==> src/rtl/msrv32_pkg.sv <==
// msrv32_pkg
// Shared constants for the msrv32 store path:
//   - store funct3 encodings (SB/SH/SW/SD)
//   - AHB HTRANS and HSIZE encodings
//   - store-buffer FSM state type and state constants
package msrv32_pkg;

  localparam logic [2:0] F3_SB = 3'b000;
  localparam logic [2:0] F3_SH = 3'b001;
  localparam logic [2:0] F3_SW = 3'b010;
  localparam logic [2:0] F3_SD = 3'b011;

  localparam logic [1:0] HTRANS_IDLE   = 2'b00;
  localparam logic [1:0] HTRANS_NONSEQ = 2'b10;

  localparam logic [2:0] HSIZE_BYTE  = 3'b000;
  localparam logic [2:0] HSIZE_HALF  = 3'b001;
  localparam logic [2:0] HSIZE_WORD  = 3'b010;
  localparam logic [2:0] HSIZE_DWORD = 3'b011;

  // ST_IDLE: no bus data phase outstanding; ST_DATA: one data phase outstanding.
  typedef logic [0:0] sb_state_t;
  localparam sb_state_t ST_IDLE = 1'b0;
  localparam sb_state_t ST_DATA = 1'b1;

endpackage

==> src/rtl/msrv32_store_fifo.sv <==
// msrv32_store_fifo
// Synchronous FIFO with a combinational (show-ahead) read port.
// Ports:
//   clk, rst_n     clock, asynchronous active-low reset
//   push, wdata    write request and data (ignored when full)
//   pop            remove head entry (ignored when empty)
//   rdata          current head entry (undefined content when empty)
//   empty, full    registered occupancy flags
module msrv32_store_fifo #(
  parameter int WIDTH = 8,
  parameter int DEPTH = 4
) (
  input  logic             clk,
  input  logic             rst_n,
  input  logic             push,
  input  logic [WIDTH-1:0] wdata,
  input  logic             pop,
  output logic [WIDTH-1:0] rdata,
  output logic             empty,
  output logic             full
);

  localparam int AW = $clog2(DEPTH);

  logic [WIDTH-1:0] mem [DEPTH];
  logic [AW-1:0]    wr_ptr;
  logic [AW-1:0]    rd_ptr;
  logic [AW:0]      count;
  logic             do_push;
  logic             do_pop;

  assign empty   = (count == '0);
  assign full    = (count == (AW+1)'(DEPTH));
  assign do_push = push & ~full;
  assign do_pop  = pop & ~empty;
  assign rdata   = mem[rd_ptr];

  // Storage carries no reset: content is only observed while count says valid.
  always_ff @(posedge clk) begin
    if (do_push) mem[wr_ptr] <= wdata;
  end

  // DEPTH is a power of two, so pointers wrap naturally.
  always_ff @(posedge clk or negedge rst_n) begin
    if (!rst_n) begin
      wr_ptr <= '0;
      rd_ptr <= '0;
      count  <= '0;
    end else begin
      if (do_push) wr_ptr <= wr_ptr + AW'(1);
      if (do_pop)  rd_ptr <= rd_ptr + AW'(1);
      case ({do_push, do_pop})
        2'b10:   count <= count + (AW+1)'(1);
        2'b01:   count <= count - (AW+1)'(1);
        default: count <= count;
      endcase
    end
  end

endmodule

==> src/rtl/msrv32_store_buffer.sv <==
// msrv32_store_buffer
// Store queue between the pipeline and an AHB-lite data bus. Stores are
// formatted (lane replication + byte mask) at enqueue, queued in order, and
// issued as single NONSEQ transfers with pipelined address/data phases.
// Ports:
//   ms_riscv32_mp_clk_in / ms_riscv32_mp_rst_n_in   clock, async active-low reset
//   funct3_in, iadder_in, rs2_in, mem_wr_req_in     store request from pipeline
//   st_ready_out       queue not full (registered occupancy)
//   misaligned_out     one-cycle pulse after a rejected store
//   drained_out        queue empty and no data phase outstanding
//   ahb_ready_in       HREADY
//   ahb_htrans_out, ms_riscv32_mp_dmaddr_out, ms_riscv32_mp_dmwr_mask_out,
//   ahb_hsize_out, ms_riscv32_mp_dmwr_req_out   address phase
//   ms_riscv32_mp_dmdata_out                    data phase
// Handshake: a store is taken on a clock edge where mem_wr_req_in and
// st_ready_out are both high and the store is legal; a bus address phase is
// accepted on an edge where htrans is NONSEQ and ahb_ready_in is high.
module msrv32_store_buffer
  import msrv32_pkg::*;
#(
  parameter int XLEN   = 32,
  parameter int DEPTH  = 4,
  parameter int ADDR_W = 32
) (
  input  logic                ms_riscv32_mp_clk_in,
  input  logic                ms_riscv32_mp_rst_n_in,
  input  logic [2:0]          funct3_in,
  input  logic [ADDR_W-1:0]   iadder_in,
  input  logic [XLEN-1:0]     rs2_in,
  input  logic                mem_wr_req_in,
  output logic                st_ready_out,
  output logic                misaligned_out,
  output logic                drained_out,
  input  logic                ahb_ready_in,
  output logic [1:0]          ahb_htrans_out,
  output logic [ADDR_W-1:0]   ms_riscv32_mp_dmaddr_out,
  output logic [XLEN/8-1:0]   ms_riscv32_mp_dmwr_mask_out,
  output logic [2:0]          ahb_hsize_out,
  output logic                ms_riscv32_mp_dmwr_req_out,
  output logic [XLEN-1:0]     ms_riscv32_mp_dmdata_out
);

  localparam int MW    = XLEN / 8;
  localparam int OFF_W = $clog2(MW);
  localparam int EW    = ADDR_W + MW + 3 + XLEN;

  logic                legal;
  logic [OFF_W-1:0]    off;
  logic [MW-1:0]       base_mask;
  logic [MW-1:0]       fmt_mask;
  logic [XLEN-1:0]     fmt_data;
  logic [ADDR_W-1:0]   fmt_addr;
  logic [EW-1:0]       fifo_wdata;
  logic [EW-1:0]       fifo_rdata;
  logic                fifo_empty;
  logic                fifo_full;
  logic                enq;
  logic                nonseq;
  logic                addr_accept;
  logic [ADDR_W-1:0]   head_addr;
  logic [MW-1:0]       head_mask;
  logic [2:0]          head_hsize;
  logic [XLEN-1:0]     head_data;
  sb_state_t           state;
  logic [XLEN-1:0]     data_reg;
  logic                misaligned_q;

  assign off = iadder_in[OFF_W-1:0];

  // Legality and lane formatting of the incoming store.
  always_comb begin
    legal     = 1'b0;
    base_mask = '0;
    fmt_data  = '0;
    case (funct3_in)
      F3_SB: begin
        legal     = 1'b1;
        base_mask = MW'(1);
        fmt_data  = {(XLEN/8){rs2_in[7:0]}};
      end
      F3_SH: begin
        legal     = ~iadder_in[0];
        base_mask = MW'(3);
        fmt_data  = {(XLEN/16){rs2_in[15:0]}};
      end
      F3_SW: begin
        legal     = (iadder_in[1:0] == 2'b00);
        base_mask = MW'(15);
        fmt_data  = {(XLEN/32){rs2_in[31:0]}};
      end
      F3_SD: begin
        legal     = (XLEN == 64) && (iadder_in[2:0] == 3'b000);
        base_mask = '1;
        fmt_data  = rs2_in;
      end
      default: legal = 1'b0;
    endcase
  end

  assign fmt_mask   = base_mask << off;
  assign fmt_addr   = {iadder_in[ADDR_W-1:OFF_W], {OFF_W{1'b0}}};
  assign fifo_wdata = {fmt_addr, fmt_mask, {1'b0, funct3_in[1:0]}, fmt_data};
  assign enq        = mem_wr_req_in & ~fifo_full & legal;

  msrv32_store_fifo #(
    .WIDTH (EW),
    .DEPTH (DEPTH)
  ) u_fifo (
    .clk   (ms_riscv32_mp_clk_in),
    .rst_n (ms_riscv32_mp_rst_n_in),
    .push  (enq),
    .wdata (fifo_wdata),
    .pop   (addr_accept),
    .rdata (fifo_rdata),
    .empty (fifo_empty),
    .full  (fifo_full)
  );

  assign {head_addr, head_mask, head_hsize, head_data} = fifo_rdata;

  assign nonseq      = ~fifo_empty;
  assign addr_accept = nonseq & ahb_ready_in;

  // Data phase tracking. A ready cycle in ST_DATA both completes the
  // outstanding data phase and may accept the next address phase.
  always_ff @(posedge ms_riscv32_mp_clk_in or negedge ms_riscv32_mp_rst_n_in) begin
    if (!ms_riscv32_mp_rst_n_in) begin
      state        <= ST_IDLE;
      data_reg     <= '0;
      misaligned_q <= 1'b0;
    end else begin
      misaligned_q <= mem_wr_req_in & ~legal;
      case (state)
        ST_IDLE: begin
          if (addr_accept) begin
            state    <= ST_DATA;
            data_reg <= head_data;
          end
        end
        ST_DATA: begin
          if (ahb_ready_in) begin
            if (addr_accept) begin
              data_reg <= head_data;
            end else begin
              state    <= ST_IDLE;
              data_reg <= '0;
            end
          end
        end
        default: begin
          state    <= ST_IDLE;
          data_reg <= '0;
        end
      endcase
    end
  end

  assign st_ready_out                = ~fifo_full;
  assign misaligned_out              = misaligned_q;
  assign drained_out                 = fifo_empty & (state == ST_IDLE);
  assign ahb_htrans_out              = nonseq ? HTRANS_NONSEQ : HTRANS_IDLE;
  assign ms_riscv32_mp_dmwr_req_out  = (ahb_htrans_out == HTRANS_NONSEQ);
  assign ms_riscv32_mp_dmaddr_out    = nonseq ? head_addr : '0;
  assign ms_riscv32_mp_dmwr_mask_out = nonseq ? head_mask : '0;
  assign ahb_hsize_out               = nonseq ? head_hsize : '0;
  assign ms_riscv32_mp_dmdata_out    = (state == ST_DATA) ? data_reg : '0;

endmodule

==> config.mk <==
export PLATFORM = sky130hd
export DESIGN_NAME = msrv32_store_buffer
export DESIGN_NICKNAME = d
export VERILOG_FILES = /design/src/rtl/msrv32_pkg.sv /design/src/rtl/msrv32_store_fifo.sv /design/src/rtl/msrv32_store_buffer.sv
export SDC_FILE = /design/constraint.sdc
export NUM_CORES = 1
export LEC_CHECK = 0
export ABC_AREA = 1
export CORE_MARGIN = 10
export CORE_UTILIZATION = 51
export CTS_CLUSTER_SIZE = 40
export DETAILED_ROUTE_END_ITERATION = 8
export PLACE_DENSITY = 0.77
export SLEW_MARGIN = 30
export SYNTH_ARGS = -nofsm -noshare
export SYNTH_HDL_FRONTEND = slang
export SYNTH_SLANG_ARGS = --single-unit
==> constraint.sdc <==
create_clock -name ms_riscv32_mp_clk_in -period 4.44 [get_ports ms_riscv32_mp_clk_in]
set_input_delay 0.888 -clock ms_riscv32_mp_clk_in [delete_from_list [all_inputs] [get_ports ms_riscv32_mp_clk_in]]
set_output_delay 0.888 -clock ms_riscv32_mp_clk_in [all_outputs]
set_load 0.02 [all_outputs]
Word level (Yosys, flattened, before mapping):

Memory sizes are Yosys's and may differ from the RTL's.
Index checks and enable logic that the tools add are counted.

* shift operators: 1
* reduce and logical (&&, ||, !) cells: 6
* equality and inequality tests: 9
* $add $sub $neg: 4
* bitwise gates (word level): 12
* mux-type cells: 18

Operators by type and width (count)
* 32-bit two-way mux: 5
* 32-bit case mux with 3 select lines: 1
* 32-bit case mux with 2 select lines: 1
* 4-bit case mux with 3 select lines: 1
* 1-bit bitwise AND: 7
* 3-bit by 2-bit equality test with 1-bit output (second input constant): 2
* 3-bit logical NOT: 2
* 3-bit case mux with 2 select lines: 1
* 1-bit NOT: 5
* 2-bit by 1-bit adder with 2-bit output (second input constant): 2
* 2-bit equality test (second input constant): 2
* 1-bit two-way mux: 4
* 4-bit two-way mux: 1
* 4-bit by 2-bit left shift with 4-bit output: 1
* 3-bit by 1-bit adder with 3-bit output (second input constant): 1
* 3-bit by 1-bit equality test with 1-bit output (second input constant): 1
* 3-bit equality test (second input constant): 1
* 3-bit two-way mux: 1
* 1-bit case mux with 3 select lines: 1
* 3-bit by 1-bit subtractor with 3-bit output (second input constant): 1
* 2-bit by 1-bit equality test with 1-bit output (second input constant): 1
* 2-bit logical NOT: 1
* 2-bit two-way mux: 1
* 2-bit by 1-bit inequality test with 1-bit output (second input constant): 1
* other kinds (5): 5

* RAM bits: 272
* word-level logic and storage cells: 57
* output and inout bits: 77
* bits of input ports: 71
* memories kept: 1
* register bits after elaboration: 41

Memory list
* u_fifo.mem: words 4, width 68, read ports 1, clocked after Yosys merged registers in 0, write ports 1, RTL line msrv32_store_fifo.sv:25 `logic [WIDTH-1:0] mem [DEPTH];`

Longest topological paths before layout:

* word-level depth: 7
* gate-level depth with buffers: 11
* mapped depth without buffers: 11

Modules after synthesis:

A second synthesis with hierarchy kept.

* cell total of the unflattened synthesis: 1300
* area total of the unflattened synthesis: 14208.6 µm²

By module, submodules not included
* msrv32_store_fifo: sequential area each 8703.3 µm², cells an instance 889, times used 1, area each 11787.6 µm²
* msrv32_store_buffer: sequential area each 850.8 µm², cells an instance 411, times used 1, area each 2421.1 µm²

Worst setup path before layout:

Ideal clock, no wire load.

* path kind: input to register
* from: input port funct3_in[2]
* to: memory u_fifo.mem[0][0] (netlist name) (enable)
* setup slack: -0.378 ns
* stages: 6
* path buffers: 1
* arrival: 4.323 ns
* setup time: 0.495 ns
* data required time: 3.945 ns
* cell sequence: buf_4 -> inv_2 -> nand3_1 -> nand3_1 -> nand2_2 -> nor2_1

* word-level cells in the longest chain between the ends: 6
* elaborated cells on any way between the ends: 8
* classes of those cells: eq/ne: 2; mux: 3; bitwise: 2; reduce/logical: 1

Ends and longest elaborated chain
* from (decl): RTL line msrv32_store_buffer.sv:27 `input logic [2:0] funct3_in,`
* 3-bit by 2-bit equality test with 1-bit output (tied with other cells): RTL line msrv32_store_buffer.sv:75 `case (funct3_in)`
* 1-bit case mux with 3 select lines *: RTL line msrv32_store_buffer.sv:75
* 1-bit bitwise AND *: RTL line msrv32_store_buffer.sv:103 `assign enq = mem_wr_req_in & ~fifo_full & legal;`
* 1-bit bitwise AND *: RTL line msrv32_store_fifo.sv:34 `assign do_push = push & ~full;`
* 1-bit two-way mux *: RTL line msrv32_store_fifo.sv:40 `if (do_push) mem[wr_ptr] <= wdata;`
* 1-bit two-way mux (implied by the code) *: RTL line msrv32_store_fifo.sv:40
* to (decl): RTL line msrv32_store_fifo.sv:25

Mark *: on every way between the ends. The rest lies on a longest branch, timed or not.

Final worst setup path:

* from: register u_fifo.rd_ptr[0]
* to: output port ms_riscv32_mp_dmaddr_out[11]

* word-level cells in the longest chain between the ends: 2

Ends and longest elaborated chain
* from (decl): RTL line msrv32_store_fifo.sv:27 `logic [AW-1:0] rd_ptr;`
* from (signal assigned): RTL line msrv32_store_fifo.sv:51 `if (do_pop) rd_ptr <= rd_ptr + AW'(1);`
* memory 4 x 68 bit
* 32-bit two-way mux: RTL line msrv32_store_buffer.sv:163 `assign ms_riscv32_mp_dmaddr_out = nonseq ? head_addr : '0;`
* to (decl): RTL line msrv32_store_buffer.sv:36 `output logic [ADDR_W-1:0] ms_riscv32_mp_dmaddr_out,`

No other way between the ends.

==> results.md <==
- Status: complete, no violations
- Final Power: 9.74 mW
- Grt total ovfl: 0
- Placer Congestion: between 0.8 and 0.9
- FF+latch count, synth: 313
- Pre-antenna DRT Iters: 5
- Slew margin rel.: 0.436
- Pin count of the biggest net entering global routing: 66
- Post-DRT Antenna Nets: 0
- Rows: 58
- Startpoint class of the critical path: register
- Final hold viol count: 0
- Post-CTS setup repair buffer count: 0
- Vias in the first global route: 8,432
- Cell area after layout: 15,500 um^2
- Number of distinct library cells after synthesis: 28
- DR WL/cell: 18.1 um
- Starting density of the core: 0.515
- RR Startpoint: u_fifo.rd_ptr[1]
- First-pass GRT wire length: 45,400 um
- Critical path endpoint category: primary output
- Post-synthesis average cell area: 11.4 um^2
- Initial DRC count: 737
- Worst hold path class: primary input to async pin
- Synth Instances: approximately 1,100
- Worst Tran Pin Value: 0.845 ns
- Fraction of registers with async set/reset: 0.131
- Max clock buf depth: 3
- CP Data Required Time: 3.55 ns
- Vias: 8,548
- Die ar.: 31,900 um^2
- Crit-path cells: buf_4 -> nor2_1 -> nor2_1 -> o21ai_0 -> a21oi_1 -> clkdlybuf4s50_1
- # H-tree levels: 1
- Worst vdd ir: 0.000407 V
- Worst setup path start: u_fifo.rd_ptr[0]
- Placed instance area: around 15,000 um^2
- Detailed Route WL: 29,300 um
- CP dominant cell by count: nor2_1
- Tmin final: 3.83 ns
- Clk slew on worst S/H paths: 0.06 ns
- CTS buffer count: 29
- Total GRT Usage: 0.181
- CTS Hold Buffers Added: 0
- Reg2Reg Setup Slack: 2.20 ns
- Clock Skew: 0.0171 ns
- CTS tree: built
- Max reg flops: between 200 and 300
- Later-pin clock latency in the skew report: 0.54 ns
- R2r worst-path depth: 5
- Synthesized area: 12,800 um^2
- Max Clk Rate: 0.261 GHz
- Nets@finish: 1,340
- Reg-to-reg critical path endpoint: data_reg[4]
- Clock sinks: around 310
- CTS root buf: clkbuf_16
- Sequential share of the synthesized area: 0.716
- Data arrival, critical path: roughly 3 ns
- Kind of critical path: register to primary output
- Prevailing post-synth register cell: edfxtp_1
- Slowest CP cell: dfrtp_4
- Num ports: 148
- Drt drc: 0
- Die H: 179 um
- Post-DP HPWL: roughly 19,000 um
- Cts repair resizes: 0
- Slew Viols, Final: 0
- P&R area growth vs syn: 20.3%
- Leak pwr: 5.96 nW
- Crit path max fanout: 44
- Final period util: 0.862
- Power per cell area: about 630 nW/um^2
- CP max stage delay: 0.68 ns
- Initial antenna violation count: 3
- Ranking of synthesized cells by area: edfxtp_1 64%, dfrtp_1 8.0%, nand2_1 7.7%
- Max Cap Viol: 0
- Biggest area consumer among synthesized cells: edfxtp_1
- Placeable Area: 25,000 um^2
- RSZ-0062 raised after global routing: no
- Final setup fails: 0
- # port buffers: 143
- Area share of the largest cell type after synthesis: 0.636
- CP endpoint: ms_riscv32_mp_dmaddr_out[11]
- Post-synth EDFFs: 272
- Share of cells above drive strength 1: 0.0669
- Post-DR vias/cell: 5.29
- Setup tns final: 0 ns
- Synth warn: 0
- Die X: 179 um
[layout make-up]
cell class / count / area, um^2
timing repair buffer: 164 / 1600
tap: 330 / 413
clock inverter: 21 / 190
multi-input combinational: 692 / 3070
antenna: 2 / 5.00
clock buffer: 32 / 737
sequential: 313 / 9200
fill: 1908 / 9500
inverter: 63 / 238
[layout by cell type, fill, tap and decap left out, types with 2 or more instances in the layout]
master           instances
a21oi_1                 38
a31oi_1                  2
buf_4                   20
bufinv_16                3
clkbuf_1                 3
clkbuf_16               29
clkdlybuf4s50_1        142
clkinv_1                 7
clkinv_2                 7
clkinv_4                 5
conb_1                   4
dfrtp_1                 39
diode_2                  2
edfxtp_1               272
ha_1                     5
inv_1                   53
inv_2                    9
nand2_1                265
nand2_2                  2
nand3_1                118
nor2_1                 161
nor2_4                   4
o21ai_0                 74
o21ai_1                  2
o22a_1                   8
xor2_1                   2
[cell usage after synthesis, types with 5 or more instances]
cell,number
o21ai_0,74
inv_2,10
nand3_1,118
ha_1,5
a21oi_1,38
buf_6,5
o22a_1,8
buf_4,19
buf_2,20
edfxtp_1,272
nand2_1,265
clkbuf_1,22
nor2_1,165
dfrtp_1,41
inv_1,53
[critical path, delay by kind of cell (launching register included)]
| family | cells | cell delay [ns] |
|---|---|---|
| AOI/OAI and AO/OA | 2 | 0.35 |
| buffers and inverters | 2 | 1.17 |
| DFF | 1 | 0.68 |
| and+or+nand+nor | 2 | 0.19 |
[through the flow]
| stage | std cells | util | worst slack (ns) | hold slack, ns |
|---|---|---|---|---|
| finish | 1617 | 0.619 | 0.615 | 0.318 |
| floorplan | 1135 | - | -0.378 | 0.442 |
| detailed placement | 1562 | 0.582 | 0.864 | 0.458 |
| CTS | 1615 | 0.619 | 0.581 | 0.317 |
| global route | 1615 | 0.619 | 0.467 | 0.340 |
| global placement | 1561 | 0.581 | 0.924 | 0.455 |
[layer usage]
metal  share of wire  vias to the layer above  wire [um]  track usage
met1            0.41                     4077      12000        0.233
met5               0                        -          0            0
met3           0.074                       55       2170       0.0345
met4           0.029                        0        841       0.0665
met2            0.49                      304      14300        0.300
li1                -                     4112          -            -
[worst min path at each step]
stage | startpoint | to | depth (start not counted)
floorplan | data_reg[0] | data_reg[0] | 2
global placement | data_reg[26] | data_reg[26] | 2
detailed placement | data_reg[14] | data_reg[14] | 2
CTS | ms_riscv32_mp_rst_n_in | data_reg[24] | 1
global route | ms_riscv32_mp_rst_n_in | data_reg[24] | 1
finish | ms_riscv32_mp_rst_n_in | data_reg[24] | 1
[cells by family after synthesis]
group,synth area share
AO/OA/AOI/OAI,0.0521
XOR/XNOR,0.00205
adder cells (fa/ha/maj),0.00643
buffers and inverters,0.0484
flip-flops,0.716
other,0.000292
AND/OR/NAND/NOR,0.175
[power breakdown]
group / leakage, nW / switching, mW / total [mW] / internal (mW)
combinational: 2.53 / 2.24 / 3.61 / 1.37
sequential: 2.97 / 0.219 / 3.73 / 3.51
clock: 0.458 / 1.02 / 2.39 / 1.37
No activity file was read; power rests on OpenSTA's default activity.
